$ cat src/rtl/rst_seq_ctrl.sv
// Reset sequencing controller: releases per-domain active-low resets in index order,
// gated by a minimum gap and each domain's ready handshake, with soft-reset rerun.
module rst_seq_ctrl #(
  parameter int N_DOMAINS   = 4,
  parameter int HOLD_CYCLES = 16,
  parameter int STAGE_GAP   = 4,
  parameter int TIMEOUT     = 256,
  localparam int SW         = (N_DOMAINS > 1) ? $clog2(N_DOMAINS) : 1
) (
  input  logic                 clk,
  input  logic                 rst_n,
  input  logic                 i_soft_rst_req,
  input  logic [N_DOMAINS-1:0] i_stage_ready,
  output logic [N_DOMAINS-1:0] o_rst_n,
  output logic                 o_all_ready,
  output logic                 o_soft_ack,
  output logic                 o_timeout_err,
  output logic [1:0]           o_state,
  output logic [SW-1:0]        o_stage
);

  localparam int CNT_MAX = (HOLD_CYCLES > TIMEOUT) ? HOLD_CYCLES : TIMEOUT;
  localparam int CNT_W   = $clog2(CNT_MAX) + 1;

  localparam logic [CNT_W-1:0] HOLD_LAST = CNT_W'(HOLD_CYCLES - 1);
  localparam logic [CNT_W-1:0] GAP_LAST  = CNT_W'(STAGE_GAP - 1);
  localparam logic [CNT_W-1:0] TO_LAST   = CNT_W'(TIMEOUT - 1);
  localparam logic [SW-1:0]    LAST_STG  = SW'(N_DOMAINS - 1);

  typedef enum logic [1:0] {
    ST_HOLD  = 2'd0,
    ST_STAGE = 2'd1,
    ST_DONE  = 2'd2
  } state_t;

  state_t                 state_r, state_nxt_s;
  logic [CNT_W-1:0]       cnt_r, cnt_nxt_s;
  logic [N_DOMAINS-1:0]   dom_rst_n_r, dom_rst_n_nxt_s;
  logic                   all_ready_r, all_ready_nxt_s;
  logic                   soft_ack_r, soft_ack_nxt_s;
  logic                   timeout_err_r, timeout_err_nxt_s;
  logic [SW-1:0]          stage_r, stage_nxt_s, next_idx_s;
  logic                   ready_sel_s, adv_s;

  // Next-state and next-output decode; soft request outranks sequencing.
  always_comb begin
    state_nxt_s       = state_r;
    cnt_nxt_s         = cnt_r;
    dom_rst_n_nxt_s   = dom_rst_n_r;
    all_ready_nxt_s   = all_ready_r;
    soft_ack_nxt_s    = 1'b0;
    timeout_err_nxt_s = timeout_err_r;
    stage_nxt_s       = stage_r;
    next_idx_s        = stage_r + SW'(1);
    ready_sel_s       = i_stage_ready[stage_r];
    adv_s             = (cnt_r >= GAP_LAST) && (ready_sel_s || (cnt_r == TO_LAST));

    if (i_soft_rst_req) begin
      case (state_r)
        ST_HOLD: begin
          cnt_nxt_s = {CNT_W{1'b0}};
        end
        default: begin
          state_nxt_s       = ST_HOLD;
          cnt_nxt_s         = {CNT_W{1'b0}};
          dom_rst_n_nxt_s   = {N_DOMAINS{1'b0}};
          all_ready_nxt_s   = 1'b0;
          timeout_err_nxt_s = 1'b0;
          stage_nxt_s       = {SW{1'b0}};
          soft_ack_nxt_s    = 1'b1;
        end
      endcase
    end else begin
      case (state_r)
        ST_HOLD: begin
          if (cnt_r == HOLD_LAST) begin
            dom_rst_n_nxt_s[0] = 1'b1;
            state_nxt_s        = ST_STAGE;
            stage_nxt_s        = {SW{1'b0}};
            cnt_nxt_s          = {CNT_W{1'b0}};
          end else begin
            cnt_nxt_s = cnt_r + CNT_W'(1);
          end
        end
        ST_STAGE: begin
          if (adv_s) begin
            if (!ready_sel_s) begin
              timeout_err_nxt_s = 1'b1;
            end else begin
              timeout_err_nxt_s = timeout_err_r;
            end
            cnt_nxt_s = {CNT_W{1'b0}};
            if (stage_r < LAST_STG) begin
              dom_rst_n_nxt_s[next_idx_s] = 1'b1;
              stage_nxt_s                 = next_idx_s;
            end else begin
              state_nxt_s     = ST_DONE;
              all_ready_nxt_s = 1'b1;
            end
          end else if (cnt_r != TO_LAST) begin
            cnt_nxt_s = cnt_r + CNT_W'(1);
          end else begin
            cnt_nxt_s = cnt_r;
          end
        end
        ST_DONE: begin
          state_nxt_s = ST_DONE;
        end
        default: begin
          // Illegal encoding: fall back to a fully held sequence.
          state_nxt_s       = ST_HOLD;
          cnt_nxt_s         = {CNT_W{1'b0}};
          dom_rst_n_nxt_s   = {N_DOMAINS{1'b0}};
          all_ready_nxt_s   = 1'b0;
          timeout_err_nxt_s = 1'b0;
          stage_nxt_s       = {SW{1'b0}};
        end
      endcase
    end
  end

  // State and registered-output update with synchronous reset.
  always_ff @(posedge clk) begin
    if (!rst_n) begin
      state_r       <= ST_HOLD;
      cnt_r         <= {CNT_W{1'b0}};
      dom_rst_n_r   <= {N_DOMAINS{1'b0}};
      all_ready_r   <= 1'b0;
      soft_ack_r    <= 1'b0;
      timeout_err_r <= 1'b0;
      stage_r       <= {SW{1'b0}};
    end else begin
      state_r       <= state_nxt_s;
      cnt_r         <= cnt_nxt_s;
      dom_rst_n_r   <= dom_rst_n_nxt_s;
      all_ready_r   <= all_ready_nxt_s;
      soft_ack_r    <= soft_ack_nxt_s;
      timeout_err_r <= timeout_err_nxt_s;
      stage_r       <= stage_nxt_s;
    end
  end

  assign o_rst_n       = dom_rst_n_r;
  assign o_all_ready   = all_ready_r;
  assign o_soft_ack    = soft_ack_r;
  assign o_timeout_err = timeout_err_r;
  assign o_state       = state_r;
  assign o_stage       = stage_r;

endmodule
$ cat config.mk
export PLATFORM = sky130hd
export DESIGN_NAME = rst_seq_ctrl
export DESIGN_NICKNAME = d
export VERILOG_FILES = /design/src/rtl/rst_seq_ctrl.sv
export SDC_FILE = /design/constraint.sdc
export NUM_CORES = 1
export LEC_CHECK = 0
export CAP_MARGIN = 30
export CORE_ASPECT_RATIO = 1.25
export CORE_MARGIN = 3
export CORE_UTILIZATION = 25
export CTS_BUF_LIST = sky130_fd_sc_hd__clkbuf_4
export CTS_CLUSTER_DIAMETER = 50
export CTS_CLUSTER_SIZE = 24
export DETAILED_ROUTE_END_ITERATION = 16
export HOLD_SLACK_MARGIN = 0.02
export PLACE_DENSITY = 0.5
export SETUP_SLACK_MARGIN = 0.3
export SKIP_CTS_REPAIR_TIMING = 1
export SYNTH_ARGS = -nofsm -noshare
export SYNTH_HDL_FRONTEND = slang
export SYNTH_SLANG_ARGS = --single-unit
$ cat constraint.sdc
create_clock -name clk -period 6.4 [get_ports clk]
set_clock_uncertainty 0.05 [all_clocks]
set_input_delay 0.96 -clock clk [delete_from_list [all_inputs] [get_ports clk]]
set_output_delay 0.96 -clock clk [all_outputs]
set_load 0.005 [all_outputs]
==> metrics.csv <==
stage;metric;value;unit
logic_synthesis;sequential share of the synthesized area;35.0;%
floorplan;Row Count;26;
floorplan;die width;66.5;um
routing;drt wl/cell;12.1;um
timing;RSZ-0062 raised after global routing;false;
timing;final setup violation count;0;
timing;Tcrit/Tclk final;45.0;%
grt;Overflow after GRT;0;
timing;Worst Slack Setup Final;3.52;ns
logic_synthesis;synthesized area per cell;8.53;um^2
worst_setup_path;worst r2r path cells;9;
worst_setup_path;R2R Path Start;cnt_r[0];
logic_synthesis;post-synthesis cell count;134;
pwr;VDD IR-drop max;79.5;uV
floorplan;Die ar.;5430;um^2
floorplan;Placeable Area;4260;um^2
hold_path;Worst Hold Class;reg2reg;
grt;first-pass GRT wire length;4350;um
grt;vias in the first global route;968;
clock_tree;H-tree levels;1;
place;dpl ws;3.36;ns
routing;DRT Pass-1 Iters;4;
logic_synthesis;Post-synth EDFFs;0;
clock_tree;Worst-Skew Late Latency;0.29;ns
worst_setup_path;CP Class;reg2reg;
worst_setup_path;most frequent CP cell;ha_1;
flow_run;Max-Cap Viols;0;
worst_setup_path;largest delay contributor family on the critical path;compound AO/OA/AOI/OAI gates;
routing;routed vias;993;
logic_synthesis;Netlist cell types;35;
worst_setup_path;Crit. End Element;flip-flop;
timing;Slew @ Worst Pin;0.695;ns
floorplan;io pins;18;
timing;Fin. Hold Viols;0;
logic_synthesis;area leader, netlist;dfxtp_1;
final_layout;Ant. Diodes;0;
timing;Fin Setup TNS;0;ns
final_layout;# nets final;171;
grt;initial antenna violation count;0;
logic_synthesis;Post-synth ARST share;0;%
routing;Post-route DRC;0;
clock_tree;Clock Path Buffers;2;
worst_setup_path;slowest stage cell, crit path;a22oi_1;
place;number of port buffers;17;
logic_synthesis;Yosys reg bits;20;
logic_synthesis;mapped cell area;1140;um^2
worst_setup_path;WP data arrival;3.00;ns
clock_tree;CTS tree;built;
worst_setup_path;reg-to-reg slack, setup;3.52;ns
grt;largest net degree at the start of global routing;12;
worst_setup_path;CP Data Required Time;6.52;ns
worst_setup_path;Buffers & Inverters on Critical Path;0;
timing;final max-slew violation count;0;
pwr;total power;224;uW
logic_synthesis;YS warnings;0;
routing;Final Routed Wirelength;2520;um
final_layout;layout cells sized above 1;5.23;%
floorplan;initial core utilization;26.8;%
clock_tree;CTS Buf Count;3;
place;RD Place Congestion;0.793;
logic_synthesis;Mapped Nets;151;
timing;Slew headroom;53.2;%
final_layout;utilization after layout;32.9;%
clock_tree;root buf cell;clkbuf_4;
worst_setup_path;crit path max fanout;7;
hold_path;worst hold path startpoint;o_all_ready;
hold_path;number of cells on the worst hold path;2;
logic_synthesis;top post-synthesis cells by area;dfxtp_1 35%, ha_1 11%, nor2_1 6.6%;
grt;global-route usage over all layers;10.1;%
routing;via/cell ratio;4.75;
hold_path;worst hold endpoint;o_all_ready;
logic_synthesis;Primary FF master, synth;dfxtp_1;
routing;initial DRC count;60;
timing;fmax;347;MHz
worst_setup_path;crit-path cells;ha_1, nand3_1, nor3_1, ha_1, nor2b_1, a22oi_1, a21oi_1, o31ai_2, nor2_1;
clock_tree;Clock Sinks;20;
floorplan;height of the die;81.6;um
final_layout;Layout area overhead;22.5;%
clock_tree;Reg clk slew, reported paths;0.12;ns
pwr;P_leak;0.494;nW
worst_setup_path;Critical Path Source Type;flip-flop;
pwr;pwr dens;160;nW/um^2
timing;Tmin final;2.88;ns
outcome;run status;completed;
logic_synthesis;area share of the largest cell type after synthesis;35.0;%
worst_setup_path;Largest stage delay, worst path;0.50;ns
place;Final HPWL DP;2020;um
worst_setup_path;RR Endpoint;cnt_r[1];
routing;Antenna Nets Post-Route;0;
logic make-up (layout without fill, tap and decap cells):
kind of cell               after synthesis  after routing  share of synthesized area, %
buffers and inverters                   12             31                          4.05
DFF                                     20             20                          35.0
xor gates and xnor gates                 6              6                          4.60
AOI/OAI and AO/OA                       30             30                          20.1
adders and majority gates               10             10                          10.9
and+or+nand+nor                         52             52                          21.8
muxes                                    4              4                          3.50
area by class of cell:
class,instances,area (um^2)
multi-input combinational,102,697
sequential,20,400
tap,56,70.1
inverter,10,37.5
clock buffer,3,22.5
clock inverter,1,3.75
fill,454,2860
timing repair buffer,17,170
cell usage after synthesis (2+ instances only):
master / n
nand3_1: 2
nor3_1: 3
dfxtp_1: 20
inv_1: 10
nand2_1: 13
a22oi_1: 2
a21boi_0: 2
a21oi_1: 7
ha_1: 10
nor2_1: 20
mux2i_1: 4
o21ai_0: 6
or3_1: 2
xnor2_1: 5
nor2b_1: 4
a31oi_1: 5
registers in the layout, indices dropped and copies added (netlist names):
register	flops
cnt_r	9
o_rst_n	4
o_stage	2
o_state	2
o_all_ready	1
o_soft_ack	1
o_timeout_err	1
placed cells by master, fill, tap and decap left out, types with 2 or more instances in the layout:
cell type / n
a21boi_0: 2
nor2b_1: 4
clkdlybuf4s50_1: 17
nand2_1: 13
a21oi_1: 7
o21ai_0: 6
or3_1: 2
inv_1: 10
nor3_1: 3
mux2i_1: 4
dfxtp_1: 20
nor2_1: 20
a31oi_1: 5
nand3_1: 2
clkbuf_4: 3
a22oi_1: 2
xnor2_1: 5
ha_1: 10
through the flow:
step           hold slack, ns  instance area [um^2]  cells
3_3_place_gp            0.385                  1380    205
6_report                0.402                  1400    209
2_1_floorplan           0.392                  1140    134
5_1_grt                 0.423                  1400    209
4_1_cts                 0.409                  1400    209
3_5_place_dp            0.390                  1380    205
routing by layer:
metal | GRT usage, % | routed length (um) | part of all wire, %
met2 | 17.4 | 1260 | 50
met3 | 2.60 | 73 | 2.9
met1 | 12.3 | 1170 | 46
met5 | 0 | 0 | 0
met4 | 2.64 | 13 | 0.52
where the power goes:
part / total [mW] / leakage [nW] / internal (mW) / switching (mW)
clock: 0.0602 / 0.0154 / 0.0227 / 0.0375
sequential: 0.129 / 0.161 / 0.127 / 0.00224
combinational: 0.0348 / 0.318 / 0.0151 / 0.0197
tightest hold or removal path, cell delays in order, from the launching register on:
cell	delay, ns
dfxtp_1	0.33
inv_1	0.05
a21oi_1	0.05
worst max path at each step:
stage | from | end | cells past startpoint
2_1_floorplan | cnt_r[0] | cnt_r[1] | 9
3_3_place_gp | i_stage_ready[1] | cnt_r[3] | 6
3_5_place_dp | i_stage_ready[1] | cnt_r[1] | 6
4_1_cts | cnt_r[0] | cnt_r[1] | 9
5_1_grt | cnt_r[0] | cnt_r[3] | 9
6_report | cnt_r[0] | cnt_r[1] | 9
Power figures use the tool's default switching activity.
